**src/rtl/ms_display_pkg.sv**
```systemverilog
// Shared types and constants for the millisecond display scanner.
package ms_display_pkg;

  typedef enum logic [1:0] {IDLE, D0, D1, D2} state_t;

  typedef struct packed {
    logic [3:0] hund;
    logic [3:0] tens;
    logic [3:0] ones;
  } snap_t;

  // Segment patterns, {g,f,e,d,c,b,a}, active-high
  localparam logic [6:0] SEG_0     = 7'b0111111;
  localparam logic [6:0] SEG_1     = 7'b0000110;
  localparam logic [6:0] SEG_2     = 7'b1011011;
  localparam logic [6:0] SEG_3     = 7'b1001111;
  localparam logic [6:0] SEG_4     = 7'b1100110;
  localparam logic [6:0] SEG_5     = 7'b1101101;
  localparam logic [6:0] SEG_6     = 7'b1111101;
  localparam logic [6:0] SEG_7     = 7'b0000111;
  localparam logic [6:0] SEG_8     = 7'b1111111;
  localparam logic [6:0] SEG_9     = 7'b1101111;
  localparam logic [6:0] SEG_DASH  = 7'b1000000;
  localparam logic [6:0] SEG_BLANK = 7'b0000000;

  localparam logic [2:0] DIG_NONE  = 3'b000;
  localparam logic [2:0] DIG_ONES  = 3'b001;
  localparam logic [2:0] DIG_TENS  = 3'b010;
  localparam logic [2:0] DIG_HUNDS = 3'b100;

  function automatic logic bcd_bad(input logic [3:0] d);
    return d > 4'd9;
  endfunction

endpackage

```
**src/rtl/bcd_to_seg7.sv**
```systemverilog
// Combinational BCD to 7-segment decoder with blanking; illegal codes show a dash.
module bcd_to_seg7
  import ms_display_pkg::*;
(
  input  logic [3:0] bcd,
  input  logic       blank,
  output logic [6:0] seg
);

  always_comb begin
    seg = SEG_DASH;
    if (blank) begin
      seg = SEG_BLANK;
    end else begin
      case (bcd)
        4'd0:    seg = SEG_0;
        4'd1:    seg = SEG_1;
        4'd2:    seg = SEG_2;
        4'd3:    seg = SEG_3;
        4'd4:    seg = SEG_4;
        4'd5:    seg = SEG_5;
        4'd6:    seg = SEG_6;
        4'd7:    seg = SEG_7;
        4'd8:    seg = SEG_8;
        4'd9:    seg = SEG_9;
        default: seg = SEG_DASH;
      endcase
    end
  end

endmodule

```
**src/rtl/ms_display_scan.sv**
```systemverilog
// Time-multiplexed 3-digit 7-segment scanner for the millisecond count.
// Snapshot is taken once per frame so a mid-frame count change never tears the display.
module ms_display_scan
  import ms_display_pkg::*;
#(
  parameter int SCAN_DIV       = 4,
  parameter int BLANK_CYC      = 1,
  parameter int SEG_ACTIVE_LOW = 0,
  parameter int DIG_ACTIVE_LOW = 0
) (
  input  logic       clk,
  input  logic       rst,
  input  logic [3:0] MIL001,
  input  logic [3:0] MIL010,
  input  logic [3:0] MIL100,
  input  logic       hold,
  output logic [6:0] seg,
  output logic [2:0] digit_en,
  output logic       frame_done,
  output logic       bcd_err
);

  localparam int DIV_W = (SCAN_DIV > 1) ? $clog2(SCAN_DIV) : 1;
  localparam logic [DIV_W-1:0] DIV_LAST = DIV_W'(SCAN_DIV - 1);
  localparam logic [DIV_W-1:0] BLANK_V  = DIV_W'(BLANK_CYC);
  localparam logic [6:0] SEG_XOR = (SEG_ACTIVE_LOW != 0) ? 7'h7F : 7'h00;
  localparam logic [2:0] DIG_XOR = (DIG_ACTIVE_LOW != 0) ? 3'h7 : 3'h0;

  state_t           state, state_n;
  logic [DIV_W-1:0] div, div_n;
  snap_t            snap, snap_n;
  logic             err, err_n;
  logic             enter_d0, load;
  logic [3:0]       dsel;
  logic             bsel;
  logic [6:0]       seg_d;
  logic [2:0]       dig_d;
  logic             fd_d;

  always_ff @(posedge clk) begin
    if (rst) begin
      state      <= IDLE;
      div        <= '0;
      snap       <= '0;
      err        <= 1'b0;
      seg        <= SEG_BLANK ^ SEG_XOR;
      digit_en   <= DIG_NONE ^ DIG_XOR;
      frame_done <= 1'b0;
    end else begin
      state      <= state_n;
      div        <= div_n;
      snap       <= snap_n;
      err        <= err_n;
      seg        <= seg_d ^ SEG_XOR;
      digit_en   <= dig_d ^ DIG_XOR;
      frame_done <= fd_d;
    end
  end

  assign bcd_err = err;

  always_comb begin
    state_n  = state;
    div_n    = div + 1'b1;
    enter_d0 = 1'b0;
    if (state == IDLE) begin
      state_n  = D0;
      div_n    = '0;
      enter_d0 = 1'b1;
    end else if (div == DIV_LAST) begin
      div_n = '0;
      case (state)
        D0:      state_n = D1;
        D1:      state_n = D2;
        default: begin
          state_n  = D0;
          enter_d0 = 1'b1;
        end
      endcase
    end
  end

  // Outputs are decoded from the next-state view so the captured value shows with no extra latency.
  always_comb begin
    load   = enter_d0 & ~hold;
    snap_n = load ? snap_t'{hund: MIL100, tens: MIL010, ones: MIL001} : snap;
    err_n  = err | (load & (bcd_bad(MIL100) | bcd_bad(MIL010) | bcd_bad(MIL001)));
    dsel   = 4'd0;
    bsel   = 1'b1;
    dig_d  = DIG_NONE;
    case (state_n)
      D0: begin
        dsel  = snap_n.ones;
        bsel  = 1'b0;
        dig_d = DIG_ONES;
      end
      D1: begin
        dsel  = snap_n.tens;
        bsel  = (snap_n.hund == 4'd0) && (snap_n.tens == 4'd0);
        dig_d = DIG_TENS;
      end
      D2: begin
        dsel  = snap_n.hund;
        bsel  = (snap_n.hund == 4'd0);
        dig_d = DIG_HUNDS;
      end
      default: ;
    endcase
    if (div_n < BLANK_V) dig_d = DIG_NONE;
    fd_d = (state_n == D2) && (div_n == DIV_LAST);
  end

  bcd_to_seg7 u_dec (
    .bcd   (dsel),
    .blank (bsel),
    .seg   (seg_d)
  );

endmodule
```
**config.mk**
```make
export PLATFORM = sky130hd
export DESIGN_NAME = ms_display_scan
export DESIGN_NICKNAME = d
export VERILOG_FILES = /design/src/rtl/ms_display_pkg.sv /design/src/rtl/bcd_to_seg7.sv /design/src/rtl/ms_display_scan.sv
export SDC_FILE = /design/constraint.sdc
export NUM_CORES = 1
export LEC_CHECK = 0
export CAP_MARGIN = 20
export CORE_ASPECT_RATIO = 0.6
export CORE_UTILIZATION = 55
export DETAILED_ROUTE_END_ITERATION = 16
export PLACE_DENSITY = 0.94
export SYNTH_ARGS = -nofsm -noshare
export SYNTH_HDL_FRONTEND = slang
export SYNTH_SLANG_ARGS = --single-unit
```
**constraint.sdc**
```tcl
create_clock -name clk -period 6.3 [get_ports clk]
set_clock_uncertainty 0.15 [all_clocks]
set_input_delay 0.945 -clock clk [delete_from_list [all_inputs] [get_ports clk]]
set_output_delay 0.945 -clock clk [all_outputs]
set_load 0.05 [all_outputs]
```
* Word-level counts from Yosys, hierarchy flattened
Memories as Yosys holds them, arrays and structs flattened. A register that Yosys moved wholly into a read port is not among the register bits.
Index checks and enable logic that the tools add are counted.
** Word-level totals
- Bits of input ports :: 15
- Bits in read-only memories :: 112
- Register bits after elaboration :: 21
- Memories kept :: 1
- Output and inout bits :: 12
** Operators by class
- $add $sub $neg :: 1
- Equal/unequal tests :: 7
- Reduce and logical (&&, ||, !) cells :: 8
- Magnitude comparators :: 4
- Multiplexer cells :: 12
- Bitwise logic cells :: 6
** Memory list
- (name not given) :: depth 16, width 7, read ports 1, clocked after Yosys merged registers in 1, write ports 0, RTL line bcd_to_seg7.sv:15 : case (bcd)
** Operators by type and width (number)
- greater-than comparator 4 bit, second input constant :: 3
- 2-to-1 mux 12 bit :: 1
- one-hot mux 4 bit (3 select lines) :: 1
- equality test 2 bit, second input constant :: 5
- one-hot mux 3 bit (3 select lines) :: 1
- zero test 4 bit :: 2
- 2-to-1 mux 2 bit :: 4
- OR reduction 2 bit :: 3
- equality test 2 x 1 -> 1 bit, second input constant :: 2
- one-hot mux 2 bit (2 select lines) :: 1
- 2-to-1 mux 1 bit :: 3
- bitwise OR 1 bit :: 3
- one-hot mux 1 bit (3 select lines) :: 1
- adder 2 x 1 -> 2 bit, second input constant :: 1
- AND 1 bit :: 2
- logical AND 1 bit :: 2
- zero test 2 bit :: 1
- less-than comparator 2 x 1 -> 1 bit, second input constant :: 1
- NOT 1 bit :: 1

* Depth between registers and ports, before layout
- Word-level depth :: 11
- Mapped depth :: 13
- Gate-level depth less buffers :: 11

* Cells and area by module
A second synthesis with hierarchy kept.
** Unflattened totals
- Cell total of the unflattened synthesis :: 160
- Area total of the unflattened synthesis :: 1372.6 um^2
** Modules (own cells, without submodules)
- ms_display_scan :: times used 1, area each 1162.4 um^2, cells an instance 126
- bcd_to_seg7 :: times used 1, area each 210.2 um^2, cells an instance 34

* Worst setup path after synthesis
Ideal clock, no wire load.
- Path kind :: input port to flip-flop
- From :: in hold
- To :: reg seg[1]
- Path buffers :: 2
- Path slack :: 3.085 ns
- Library setup time :: 0.119 ns
- Cell stages on the path :: 9
- Data arrival time :: 2.946 ns
- Required time :: 6.031 ns
- Cells stage by stage :: o21ba_1 -> buf_6 -> buf_12 -> mux2_4 -> a222oi_1 -> inv_1 -> ha_1 -> o21ai_0 -> a21oi_1
** Between the ends
- Word-level cells in the longest chain between the ends :: 7
** Ends and longest elaborated chain
- start: declaration :: RTL line ms_display_scan.sv:16 : input logic hold,
- NOT 1 bit * :: RTL line ms_display_scan.sv:85 : load = enter_d0 & ~hold;
- AND 1 bit * :: RTL line ms_display_scan.sv:85
- 2-to-1 mux 12 bit * :: RTL line ms_display_scan.sv:86 : snap_n = load ? snap_t'{hund: MIL100, tens: MIL010, ones: MIL001} : snap;
- zero test 4 bit, on equally long branches :: RTL line ms_display_scan.sv:99, ms_display_scan.sv:104
- logical AND 1 bit :: RTL line ms_display_scan.sv:99 : bsel = (snap_n.hund == 4'd0) && (snap_n.tens == 4'd0);
- one-hot mux 1 bit (3 select lines) :: RTL line ms_display_scan.sv:91 : case (state_n)
- OR reduction 2 bit (no source line)
- end: declaration :: RTL line ms_display_scan.sv:17 : output logic [6:0] seg,
Mark *: on every way between the ends. The rest lies on a longest branch, timed or not.
A chain may end at the register's enable or synchronous reset.

* Final worst setup path
- From :: in hold
- To :: reg seg[6]
The elaborated chain is that of the path after synthesis.

==> results.env <==
CLOCK_LATENCY_PS=270
WORST_SETUP_PATH_ENDPOINT='seg[6]'
FLOORPLAN.DIE_AREA_UM2=2850
CRITICALPATHCATEGORY='input pin to register'
YS_ASYNC_SR_FRACTION_PCT=0
DR_TOTAL_VIAS=1235
CLOCK-SINKS=28
ROWS=13
NUMCTSBUFFERS=3
DIE_HEIGHT_UM=41.8
MAX_FREQ_GHz=0.244
SETUP_VIOLATION_TOTAL_IN_THE_FINAL_TIMING_REPORT=0
TRITONCTS='yes'
COMBINATIONAL_FAMILY_WITH_THE_MOST_AREA_AFTER_SYNTHESIS='simple AND/OR/NAND/NOR gates'
POSTROUTEANTENNANETS=0
CTS_HOLD_BUF=0
DRC_ERRORS=0
POST_SYNTH_XOR_XNOR_AREA_PCT=0
GRT_PASS1_VIAS=1153
OVERFLOW=0
YS_FF_LATCH=28
YOSYSWARNINGCOUNT=0
WORST_SLEW_PIN_SLEW_PS=917
WORST_HOLD_PATH_TYPE='register to register'
OUTCOME='finished clean'
SYNTHESIZED_AREA_FRACTION_OCCUPIED_BY_AO_OA_AOI_AND_OAI_CELLS_PCT=16.4
SYNTH_MUX_AREA_SHARE_PCT=14.1
TIMING.FINAL.CRIT_PERIOD_PS=4100
DESIGN.CORE.AREA_UM2=2330
WL_PER_CELL_UM=16.7
YOSYSMOSTFREQUENTCELL='sky130_fd_sc_hd__dfxtp_1'
DR.PASS1.ITERS=4
SYNTHDISTINCTLIBCELLS=36
PROPORTION_OF_NETLIST_AREA_HELD_BY_THE_LARGEST_AREA_CONTRIBUTOR_PCT=38.7
FINAL_CELLS=200
MAX_CAP_VIOLATIONS=0
SYN_AREA_PER_CELL_UM2=9.86
YOSYS.AREA_SHARE.SIMPLE_PCT=18.4
MAPPEDNETLISTAREA_UM2=1450
IO_PINS=27
TIMING.FINAL.MAX_SLEW_VIOLATIONS=0
DETAIL_ROUTE.VIAS_PER_CELL=6.18
GRT_START_MAX_NET_PINS=20
CP-END-KIND='register'
PERIOD_SHARE_PCT=65.1
DIODES=0
INITIAL_CORE_UTIL_PCT=62.3
YOSYSSEQAREASHARE_PCT=38.7
GRT.TOTAL_USAGE_PCT=26.3
SYNTH_COMMONEST_CELLS='sky130_fd_sc_hd__dfxtp_1, sky130_fd_sc_hd__nor2_1, sky130_fd_sc_hd__mux2i_1, sky130_fd_sc_hd__nor2b_1, sky130_fd_sc_hd__ha_1'
TIMING.RR.END='seg[6]'
SETUP_TOTAL_NEGATIVE_SLACK_PS=0
TOTAL_LEAKAGE_POWER_nW=0.682
SYNTH_FA_HA_AREA_SHARE_PCT=6.91
GRT_FIRST_PASS_WIRELENGTH_UM=5420
SETUP.WORST_PATH.START_CLASS='input pin'
DIE_W_UM=68.3
CLK_ROOT_BUFFER_CELL='sky130_fd_sc_hd__clkbuf_8'
SYN_TO_FINAL_GROWTH_PCT=19.7
WORST_SETUP_HOLD_PATH_CLK_SLEW_PS=90
VDD.IR_DROP.WORST_uV=127
SYNTHCELLS=147
POWER.TOTAL_mW=0.408
SYNTHESIS.NETS=170
CRIT_PATH_MAX_FANOUT=15
REG2REG_SLACK_PS=2340
SYNTH_AREA_LEADERS='sky130_fd_sc_hd__dfxtp_1, sky130_fd_sc_hd__mux2i_1, sky130_fd_sc_hd__ha_1, sky130_fd_sc_hd__mux2_2, sky130_fd_sc_hd__nor2_1'
RSZ0062_AT_GRT='no'
CTS.HTREE.LEVELS=1
IO_BUFFER_COUNT=26
CTS-ROOT-TO-SINK-BUFFERS=2
WIRELENGTH_UM=3340
NUMBER_OF_FLOPS_MAPPED_TO_ENABLE_CELLS_BY_YOSYS=0
TIMING.HOLD.WS_PS=328
CP_DATA_REQUIRED_TIME_PS=6360
DR.FIRST_ITER.DRC_COUNT=105
PLACED_CELLS_INCL_TAPS=197
SETUP_SLACK_PS=2200
GP_ROUTABILITY_CONGESTION=0.918
FINAL_NETS=195
R2R_START='state[1]'
SLEW_HEADROOM_PCT=38.9
POST_CTS_RESIZED=0
SYNTHFLOPTYPE='sky130_fd_sc_hd__dfxtp_1'
SYNTH.LARGEST_AREA_CELL='sky130_fd_sc_hd__dfxtp_1'
REG2REG_DEPTH=10
CRITPATHARRIVALTIME_PS=4160
CRITPATHLAUNCH='hold'
P_PER_AREA_nW_PER_UM2=235
PRE_CTS_SLACK_PS=1940
ANTENNA_FOUND_INITIAL=0
PLACE_HPWL_UM=2500
FINAL-HOLD-VIOLATION-COUNT=0
CTS_SETUP_BUFFERS=0
LAYOUT-DRIVE-GT1-SHARE_PCT=8.82
-- stage by stage --
step	instance area, um2	util [%]
finish	1730	74.6
global route	1730	74.6
CTS	1730	74.6
detailed placement	1690	72.8
global placement	1690	72.8
floorplan	1450	-
-- final cells by class --
class                      instances  area, um2
multi-input combinational        106        808
sequential                        28        561
timing repair buffer              26        260
tap                               30       37.5
fill                             158        592
clock buffer                       3       41.3
inverter                           7       26.3
-- cells in the final DEF, fill, tap and decap left out, types with 2 or more instances in the layout --
cell type                         instances
sky130_fd_sc_hd__a211oi_1                 2
sky130_fd_sc_hd__a21oi_1                  6
sky130_fd_sc_hd__clkbuf_8                 3
sky130_fd_sc_hd__clkdlybuf4s50_1         26
sky130_fd_sc_hd__dfxtp_1                 28
sky130_fd_sc_hd__ha_1                     8
sky130_fd_sc_hd__inv_1                    7
sky130_fd_sc_hd__mux2_2                   7
sky130_fd_sc_hd__mux2i_1                 11
sky130_fd_sc_hd__nand2_1                  4
sky130_fd_sc_hd__nand2b_1                 2
sky130_fd_sc_hd__nand3b_1                 3
sky130_fd_sc_hd__nor2_1                  16
sky130_fd_sc_hd__nor2b_1                  9
sky130_fd_sc_hd__nor3_1                   2
sky130_fd_sc_hd__nor3b_1                  3
sky130_fd_sc_hd__nor4_1                   5
sky130_fd_sc_hd__o21ai_0                  6
sky130_fd_sc_hd__o22a_1                   2
sky130_fd_sc_hd__o22ai_1                  4
sky130_fd_sc_hd__o31ai_1                  3
-- layer usage --
metal | share of wire, % | wire length, um | global-route usage [%]
met4 | 1.7 | 58 | 7.08
met3 | 10 | 335 | 10.7
met2 | 43 | 1450 | 37.6
met1 | 45 | 1490 | 36.1
met5 | 0 | 0 | 0
-- registers in the layout, summed over array words and instances (netlist names) --
register and count:
frame_done 1, div 2, state 2, digit_en 3, snap 12, bcd_err 1
seg 7
-- report_power, final --
group	total (mW)	switching, mW	internal (mW)
Combinational	0.117	0.0696	0.0474
Sequential	0.196	0.00564	0.190
Clock	0.0952	0.0523	0.0429
Total	0.408	0.128	0.280
-- how the worst min path moves through the flow --
stage / startpoint / to / slack (ps) / cells after the start
floorplan: div[0] / div[0] / 290 / 1
global placement: div[0] / div[0] / 290 / 1
detailed placement: div[0] / div[0] / 310 / 1
CTS: div[0] / div[0] / 320 / 1
global route: div[0] / div[0] / 370 / 1
finish: div[0] / div[0] / 330 / 1
-- worst max-delay path: stages --
cell,delay [ps]
sky130_fd_sc_hd__clkdlybuf4s50_1,440
sky130_fd_sc_hd__o21ba_1,720
sky130_fd_sc_hd__mux2_2,430
sky130_fd_sc_hd__a222oi_1,830
sky130_fd_sc_hd__inv_1,160
sky130_fd_sc_hd__ha_1,270
sky130_fd_sc_hd__o22a_1,220
sky130_fd_sc_hd__a21oi_1,150
-- cell families after synthesis --
| group | count (synthesis) |
|---|---|
| simple gates | 48 |
| compound gates | 31 |
| flops | 28 |
| mux | 19 |
| buf+inv | 13 |
| fa+ha+maj | 8 |
No activity file was read; power rests on OpenSTA's default activity.
